### config.mk
export PLATFORM = sky130hd
export DESIGN_NAME = alu_arbiter
export DESIGN_NICKNAME = d
export VERILOG_FILES = /design/src/rtl/alu_pkg.sv /design/src/rtl/alu_arbiter_rr_arbiter.sv /design/src/rtl/alu_arbiter.sv
export SDC_FILE = /design/constraint.sdc
export NUM_CORES = 1
export LEC_CHECK = 0
export BUFFER_PORTS_ARGS = -buffer_cell sky130_fd_sc_hd__buf_2
export CORE_UTILIZATION = 38
export DETAILED_ROUTE_END_ITERATION = 10
export HOLD_SLACK_MARGIN = 0.02
export PLACE_DENSITY = 0.72
export SYNTH_ARGS = -nofsm -noshare
export SYNTH_HDL_FRONTEND = slang
export SYNTH_SLANG_ARGS = --single-unit
### constraint.sdc
create_clock -name clk -period 1.4 [get_ports clk]
set_input_delay 0.35 -clock clk [delete_from_list [all_inputs] [get_ports clk]]
set_output_delay 0.35 -clock clk [all_outputs]
set_load 0.01 [all_outputs]
### src/rtl/alu_pkg.sv
// Shared types for the ALU arbiter slice: opcodes, widths, FSM states.
// Optional perf counters in alu_arbiter are enabled by ALU_ARB_PERF_EN.
package alu_pkg;

  localparam int WIDTH = 8;
  localparam int OP_W  = 3;

  typedef enum logic [OP_W-1:0] {
    ADD = 3'b000,
    SUB = 3'b001,
    AND = 3'b010,
    OR  = 3'b011,
    XOR = 3'b100,
    SHL = 3'b101,
    SHR = 3'b110,
    CMP = 3'b111
  } alu_op_e;

  typedef enum logic [1:0] {
    IDLE  = 2'd0,
    ISSUE = 2'd1,
    RESP  = 2'd2
  } arb_state_e;

endpackage

### src/rtl/alu_arbiter_rr_arbiter.sv
// Combinational round-robin picker: first request at or above ptr, with wrap.
// The pointer register lives in the caller.
module rr_arbiter #(
  parameter int N  = 2,
  parameter int PW = (N > 1) ? $clog2(N) : 1
) (
  input  logic [N-1:0]  req,
  input  logic [PW-1:0] ptr,
  output logic [N-1:0]  gnt,
  output logic [PW-1:0] gnt_idx
);

  logic          found;
  logic [PW-1:0] k;

  // Walk the requesters starting at ptr; the first valid one wins.
  always_comb begin
    gnt     = '0;
    gnt_idx = '0;
    found   = 1'b0;
    k       = '0;
    for (int i = 0; i < N; i++) begin
      k = PW'((int'(ptr) + i) % N);
      if (!found && req[k]) begin
        found   = 1'b1;
        gnt[k]  = 1'b1;
        gnt_idx = k;
      end
    end
  end

endmodule

### src/rtl/alu_arbiter.sv
// Round-robin share of one combinational ALU, flopped on both sides.
// Define ALU_ARB_PERF_EN to add saturating grant/stall counters.
module alu_arbiter #(
  parameter int NUM_REQ = 2,
  parameter int WIDTH   = alu_pkg::WIDTH,
  parameter int OP_W    = alu_pkg::OP_W
) (
  input  logic                    clk,
  input  logic                    reset,
  input  logic [NUM_REQ-1:0]      req_valid,
  output logic [NUM_REQ-1:0]      req_ready,
  input  logic [NUM_REQ*OP_W-1:0] req_op,
  input  logic [NUM_REQ*WIDTH-1:0] req_a,
  input  logic [NUM_REQ*WIDTH-1:0] req_b,
  output logic [OP_W-1:0]         alu_op,
  output logic [WIDTH-1:0]        alu_r0,
  output logic [WIDTH-1:0]        alu_r1,
  input  logic [WIDTH-1:0]        alu_result,
  output logic [NUM_REQ-1:0]      rsp_valid,
  input  logic [NUM_REQ-1:0]      rsp_ready,
  output logic [WIDTH-1:0]        rsp_data,
  output logic                    rsp_zero
`ifdef ALU_ARB_PERF_EN
  ,
  output logic [NUM_REQ*16-1:0]   perf_grants,
  output logic [15:0]             perf_stall
`endif
);

  import alu_pkg::*;

  localparam int PW = (NUM_REQ > 1) ? $clog2(NUM_REQ) : 1;

  arb_state_e         state;
  arb_state_e         state_n;
  logic [PW-1:0]      rr_ptr;
  logic [PW-1:0]      grant;
  logic [PW-1:0]      gnt_idx;
  logic [NUM_REQ-1:0] gnt;
  logic [OP_W-1:0]    op_q;
  logic [WIDTH-1:0]   a_q;
  logic [WIDTH-1:0]   b_q;
  logic [WIDTH-1:0]   data_q;
  logic               accept;
  logic               done;

  rr_arbiter #(
    .N  (NUM_REQ),
    .PW (PW)
  ) u_rr (
    .req     (req_valid),
    .ptr     (rr_ptr),
    .gnt     (gnt),
    .gnt_idx (gnt_idx)
  );

  // State register.
  always_ff @(posedge clk) begin
    if (reset) state <= IDLE;
    else       state <= state_n;
  end

  // Next state and handshake outputs; no grant is shown while in reset.
  always_comb begin
    state_n   = state;
    req_ready = '0;
    rsp_valid = '0;
    accept    = 1'b0;
    done      = 1'b0;
    unique case (state)
      IDLE: begin
        if (!reset && |gnt) begin
          req_ready = gnt;
          accept    = 1'b1;
          state_n   = ISSUE;
        end
      end
      ISSUE: state_n = RESP;
      RESP: begin
        rsp_valid[grant] = 1'b1;
        if (rsp_ready[grant]) begin
          done    = 1'b1;
          state_n = IDLE;
        end
      end
      default: state_n = IDLE;
    endcase
  end

  // Operand/result flops, grant holder and round-robin pointer.
  always_ff @(posedge clk) begin
    if (reset) begin
      op_q   <= '0;
      a_q    <= '0;
      b_q    <= '0;
      grant  <= '0;
      rr_ptr <= '0;
      data_q <= '0;
    end else begin
      if (accept) begin
        op_q  <= req_op[int'(gnt_idx)*OP_W +: OP_W];
        a_q   <= req_a[int'(gnt_idx)*WIDTH +: WIDTH];
        b_q   <= req_b[int'(gnt_idx)*WIDTH +: WIDTH];
        grant <= gnt_idx;
      end
      if (state == ISSUE) data_q <= alu_result;
      if (done) begin
        rr_ptr <= (grant == PW'(NUM_REQ - 1)) ? '0 : grant + PW'(1);
      end
    end
  end

  assign alu_op   = op_q;
  assign alu_r0   = a_q;
  assign alu_r1   = b_q;
  assign rsp_data = data_q;
  // Qualified by RESP so the flag is low outside a live response.
  assign rsp_zero = (state == RESP) && (data_q == '0);

`ifdef ALU_ARB_PERF_EN
  logic [NUM_REQ-1:0][15:0] grant_cnt;
  logic [15:0]              stall_cnt;

  // Saturating per-requester grant and response-stall counters.
  always_ff @(posedge clk) begin
    if (reset) begin
      grant_cnt <= '0;
      stall_cnt <= '0;
    end else begin
      for (int i = 0; i < NUM_REQ; i++) begin
        if (accept && gnt_idx == PW'(i) && grant_cnt[i] != 16'hFFFF) begin
          grant_cnt[i] <= grant_cnt[i] + 16'd1;
        end
      end
      if (state == RESP && !rsp_ready[grant] && stall_cnt != 16'hFFFF) begin
        stall_cnt <= stall_cnt + 16'd1;
      end
    end
  end

  assign perf_grants = grant_cnt;
  assign perf_stall  = stall_cnt;
`endif

endmodule

==> impl_metrics.ini, run 1 <==
[run_status]
status = finished, violations left
violations = setup timing

[sta]
finClkSkew_ps = 7.33
worst_pin_slew_ps = 363
fin_crit_sh_pct = 118
hold_violations = 0
setup_viol = 5
setup_slack_ps = -255
rsz0062_at_grt = yes
max_freq_mhz = 604
fin_hold_ws_ps = 256
slew_headroom_pct = 75.8
period_needed_ps = 1660
finalMaxSlewViolations = 0
finalSetupTns_ps = -953

[die]
die_area_um2 = 3840
design.core.area_um2 = 3390
start_util_pct = 40.3
die_h_um = 62.0
pin_count = 84
num_rows = 21
die_w_um = 62.0

[place]
dp_hpwl_um = 2280
portBuffers = 83
place.gp.congestion = 0.696

[routing]
dr_total_vias = 1321
ant_nets = 0
dr.first_iter.drc_count = 38
drt_pre_antenna_iters = 4
routed_wl_um = 3110
remaining_drc_errors = 0
viasPerCell = 4.65
wire_per_inst_um = 10.9

[synthesis]
ys_warn_count = 0
syn_area_per_cell_um2 = 9.11
yosysSeqAreaShare_pct = 45.4
synth-simple-area-share_pct = 22.1
synth_top_family_by_area = simple AND/OR/NAND/NOR gates
muxShareOfSynthArea_pct = 14.7
synth_xor_area_share_pct = 0
syn_area_um2 = 1370
synthTopCellsByArea = dfxtp_1 45%, mux2i_1 15%, nand3b_1 10%
synth_top_area_cell = dfxtp_1
synth.net_count = 202
ys_types = 20
synth-seq-cells = 31
synth.top_cell.area_share_pct = 45.4
synth_compound_area_share_pct = 12.6
syn_inst = 150
synth_fa_ha_area_share_pct = 0

[global_routing]
grt_max_degree = 41
antenna_found_initial = 0
grt_util_all_layers_pct = 17.7
grt_overflow_total = 0
grt_pass1_wl_um = 4970
grt_pass1_vias = 1199

[setup_path]
path_buf_inv = 2
worstPathCellList = nor3_4 > o21ai_2 > or2_1 > inv_1 > buf_2
crit_fanout = 3
critPathMaxStageDelay_ps = 340
worstPathArrival_ps = 1310
timing_worst_setup_path_type = reg2out
worst_ep_required_time_ps = 1050
cp-end-kind = output port
worstSetupStartpointType = flip-flop
critPathTopFamily = simple AND/OR/NAND/NOR gates
rrSetupSlack_ps = 120
critPathSlowestCell = dfxtp_2

[clock_tree]
cts-root-buf = clkbuf_4
cts_tree = yes
insertion_delay_ps = 320
clock_sinks = 31
cts_made_buffers = 5
htree_levels = 2
cts.path.max_buffers = 2
clk_pin_slew_ps = 80
hold_buffers = 0

[layout]
mostFrequentLayoutCells = 83 x buf_2, 26 x dfxtp_1, 20 x nand2_1, 20 x mux2i_1
drive_gt1_share_pct = 46.2
syn2layout_area_growth_pct = 41.0
mostFrequentLayoutCell = buf_2
antenna_cells = 0
finish.utilization_pct = 56.8
nNetsFinal = 291

[flow_run]
drv_cap = 0

[power_and_ir_drop]
leakage_nw = 1.00
ir_worst_vdd_mv = 0.583
p_per_area_nw_per_um2 = 1030

[worst_hold_path]
hp-class = in2reg
==> registers in the layout, summed over array words and instances (netlist names) <==
name,flops
alu_r0,8
alu_r1,8
rsp_data,8
alu_op,3
state,2
grant,1
rr_ptr,1
==> what timing repair did <==
action,in CTS,in global routing
endpoints found under the setup margin,5,11
resized for setup,5,6
setup buffers,3,1
pin swaps,5,3
==> cell type report <==
class                   count  area, um2
clock buffers               6       41.3
fillers                   312       1460
inverters                   3       11.3
multi-input cells         105        697
flip-flops and latches     31        629
well taps                  46       57.6
repair buffers             93        490
==> stage by stage <==
step / total power [mW] / setup WS [ps] / cell area [um2] / cells
floorplan: 1.32 / 121 / 1370 / 150
global placement: 1.52 / -32.3 / 1820 / 274
detailed placement: 1.52 / -41.1 / 1820 / 274
CTS: 2.00 / -296 / 1900 / 283
global route: 2.12 / -354 / 1930 / 284
finish: 1.98 / -255 / 1930 / 284
==> kinds of logic after synthesis <==
kind of cell	count (synthesis)
AO/OA/AOI/OAI	33
AND/OR/NAND/NOR	52
buffers and inverters	14
multiplexers	20
flip-flops	31
==> power breakdown <==
part           leakage (nW)  switching (mW)  total (mW)  internal [mW]
registers             0.258          0.0568        1.03          0.976
logic                 0.721           0.244       0.496          0.252
clock network        0.0242           0.270       0.448          0.178
total                  1.00           0.571        1.98           1.41
==> cell usage after synthesis <==
| cell | count |
|---|---|
| a21oi_1 | 12 |
| and2_1 | 1 |
| and2b_1 | 1 |
| and3_1 | 2 |
| buf_2 | 3 |
| buf_6 | 2 |
| clkbuf_1 | 6 |
| dfxtp_1 | 31 |
| inv_1 | 3 |
| mux2i_1 | 20 |
| nand2_1 | 20 |
| nand2b_1 | 1 |
| nand3b_1 | 19 |
| nor2_1 | 1 |
| nor2b_1 | 2 |
| nor3_2 | 1 |
| nor4_1 | 2 |
| o21ai_1 | 19 |
| o21ai_2 | 2 |
| or2_1 | 2 |
==> path summary, 6_finish.rpt <==
check | start | depth (start not counted) | endpoint
setup / recovery | state[0] | 5 | req_ready[1]
setup reg to reg | state[0] | 6 | alu_r0[4]
hold reg to reg | rsp_data[4] | 2 | rsp_data[4]
hold / removal | alu_result[4] | 3 | rsp_data[4]
==> tightest hold or removal path, delay by kind of cell <==
kind                   cells  cell delay, ps
AOI/OAI and AO/OA          1              50
and+or+nand+nor            1              50
buffers and inverters      1              90
==> per-layer routing <==
layer | vias to the layer above | part of all wire, % | GRT usage, % | wire (um)
met5 | - | 0 | 0 | 0
met4 | 0 | 0.97 | 4.76 | 30
met3 | 4 | 5.8 | 6.21 | 179
met2 | 46 | 47 | 30.5 | 1450
met1 | 574 | 46 | 20.8 | 1440
li1 | 697 | - | - | -
Power figures use the tool's default switching activity.
==> run 2, diff against run 1 <==
Settings changed: CORE_MARGIN set to 2.
==> run 2 against run 1 <==
Hold slack worse by 0.62 ps. Setup slack worse by 32 ps. Count of clock-buffer cells in the layout is the same. Largest cell class unchanged. Combinational power rose by 1%. Power up 0.35%. Critical path depth is the same. The flow still finishes with violations (setup timing). Sequential cell count stayed put.
==> impl_metrics.ini, run 2 (synthesized netlist as in run 1, its figures left out) <==
[layout]
postLayoutCellArea_um2 = 1940
mostFrequentLayoutCell = buf_2
antenna_cells = 0
syn2layout_area_growth_pct = 41.8
drive_gt1_share_pct = 46.4
stdcell_count = 283
nNetsFinal = 290
mostFrequentLayoutCells = 82 x buf_2, 25 x dfxtp_1, 20 x nand2_1, 20 x mux2i_1

[routing]
remaining_drc_errors = 0
wire_per_inst_um = 11.3
ant_nets = 0
dr_total_vias = 1330
drt_pre_antenna_iters = 4
routed_wl_um = 3190
viasPerCell = 4.70
dr.first_iter.drc_count = 82

[power_and_ir_drop]
ir_worst_vdd_mv = 0.613
p_per_area_nw_per_um2 = 1020
leakage_nw = 1.00

[place]
post-place-ws_ps = -69.7
place.gp.congestion = 0.706
portBuffers = 83
post_dp_cell_area_um2 = 1820
dp_hpwl_um = 2310
post-place-cells = 274

[clock_tree]
cts-root-buf = clkbuf_4
hold_buffers = 0
cts_tree = yes
cts.path.max_buffers = 2
htree_levels = 2
cts_made_buffers = 5
insertion_delay_ps = 310
clk_pin_slew_ps = 90
clock_sinks = 31

[sta]
hold_violations = 0
max_freq_mhz = 593
rsz0062_at_grt = yes
worst_pin_slew_ps = 371
finClkSkew_ps = 3.66
finalMaxSlewViolations = 0
setup_slack_ps = -288
period_needed_ps = 1690
setup_viol = 5
fin_crit_sh_pct = 121
slew_headroom_pct = 75.3

[die]
die_h_um = 64.0
die_area_um2 = 4090
num_rows = 21
pin_count = 84
design.core.area_um2 = 3390
die_w_um = 64.0
start_util_pct = 40.3

[global_routing]
grt_pass1_wl_um = 5360
grt_util_all_layers_pct = 16.4
grt_pass1_vias = 1286
antenna_found_initial = 0
grt_overflow_total = 0
grt_max_degree = 41

[flow_run]
drv_cap = 0

[setup_path]
worstSetupStartpointType = flip-flop
worstPathArrival_ps = 1340
worst_ep_required_time_ps = 1050
crit_fanout = 4
ff2ff_path_depth = 5
timing_worst_setup_path_type = reg2out
cp-end-kind = output port

[worst_hold_path]
hold_depth = 3
hp-class = in2reg

[run_status]
violations = setup timing
status = finished, violations left
[run 2: through the flow]
stage	TNS [ps]	util [%]	power (mW)	hold WS, ps
3_3_place_gp	-34.9	53.8	1.52	456
4_1_cts	-1050	56.0	1.99	250
3_5_place_dp	-69.7	53.8	1.52	465
5_1_grt	-1460	57.2	2.11	240
2_1_floorplan	0	-	1.32	475
6_report	-1000	57.2	1.98	255
[run 2: worst paths after layout]
path,from,to,slack [ps]
min reg2reg,alu_r1[3],alu_r1[3],480
max reg2reg,state[1],alu_r1[0],200
max,state[1],req_ready[1],-290
min,alu_result[6],rsp_data[6],260
[run 2: what timing repair did]
action,in CTS,in global routing
pin swaps,2,3
setup endpoints to repair,5,5
setup buffers,2,1
gates resized for setup,6,8
[run 2: worst max-delay path, stage by stage (launching register included)]
cell	delay, ps
dfxtp_2	350
nor3_4	190
o21ai_2	80
or2_1	230
inv_1	60
buf_2	120
[run 2: layout make-up]
class	count	area (um2)
Multi-Input combinational cell	105	708
Fill cell	326	1450
Tap cell	46	57.6
Timing Repair Buffer	92	489
Clock buffer	6	41.3
Inverter	3	11.3
Sequential cell	31	631
[run 2: layer usage]
metal / vias up / routed length, um / global-route usage, % / part of all wire (%)
li1: 697 / - / - / -
met1: 584 / 1460 / 20.3 / 46
met2: 46 / 1490 / 26.3 / 47
met3: 3 / 218 / 6.16 / 6.8
met4: 0 / 27 / 4.89 / 0.85
met5: - / 0 / 0 / 0
[run 2: power by group]
group	switching, mW	internal [mW]	leakage [nW]
clock	0.267	0.178	0.0242
sequential	0.0606	0.976	0.258
combinational	0.246	0.256	0.720
total	0.573	1.41	1.00
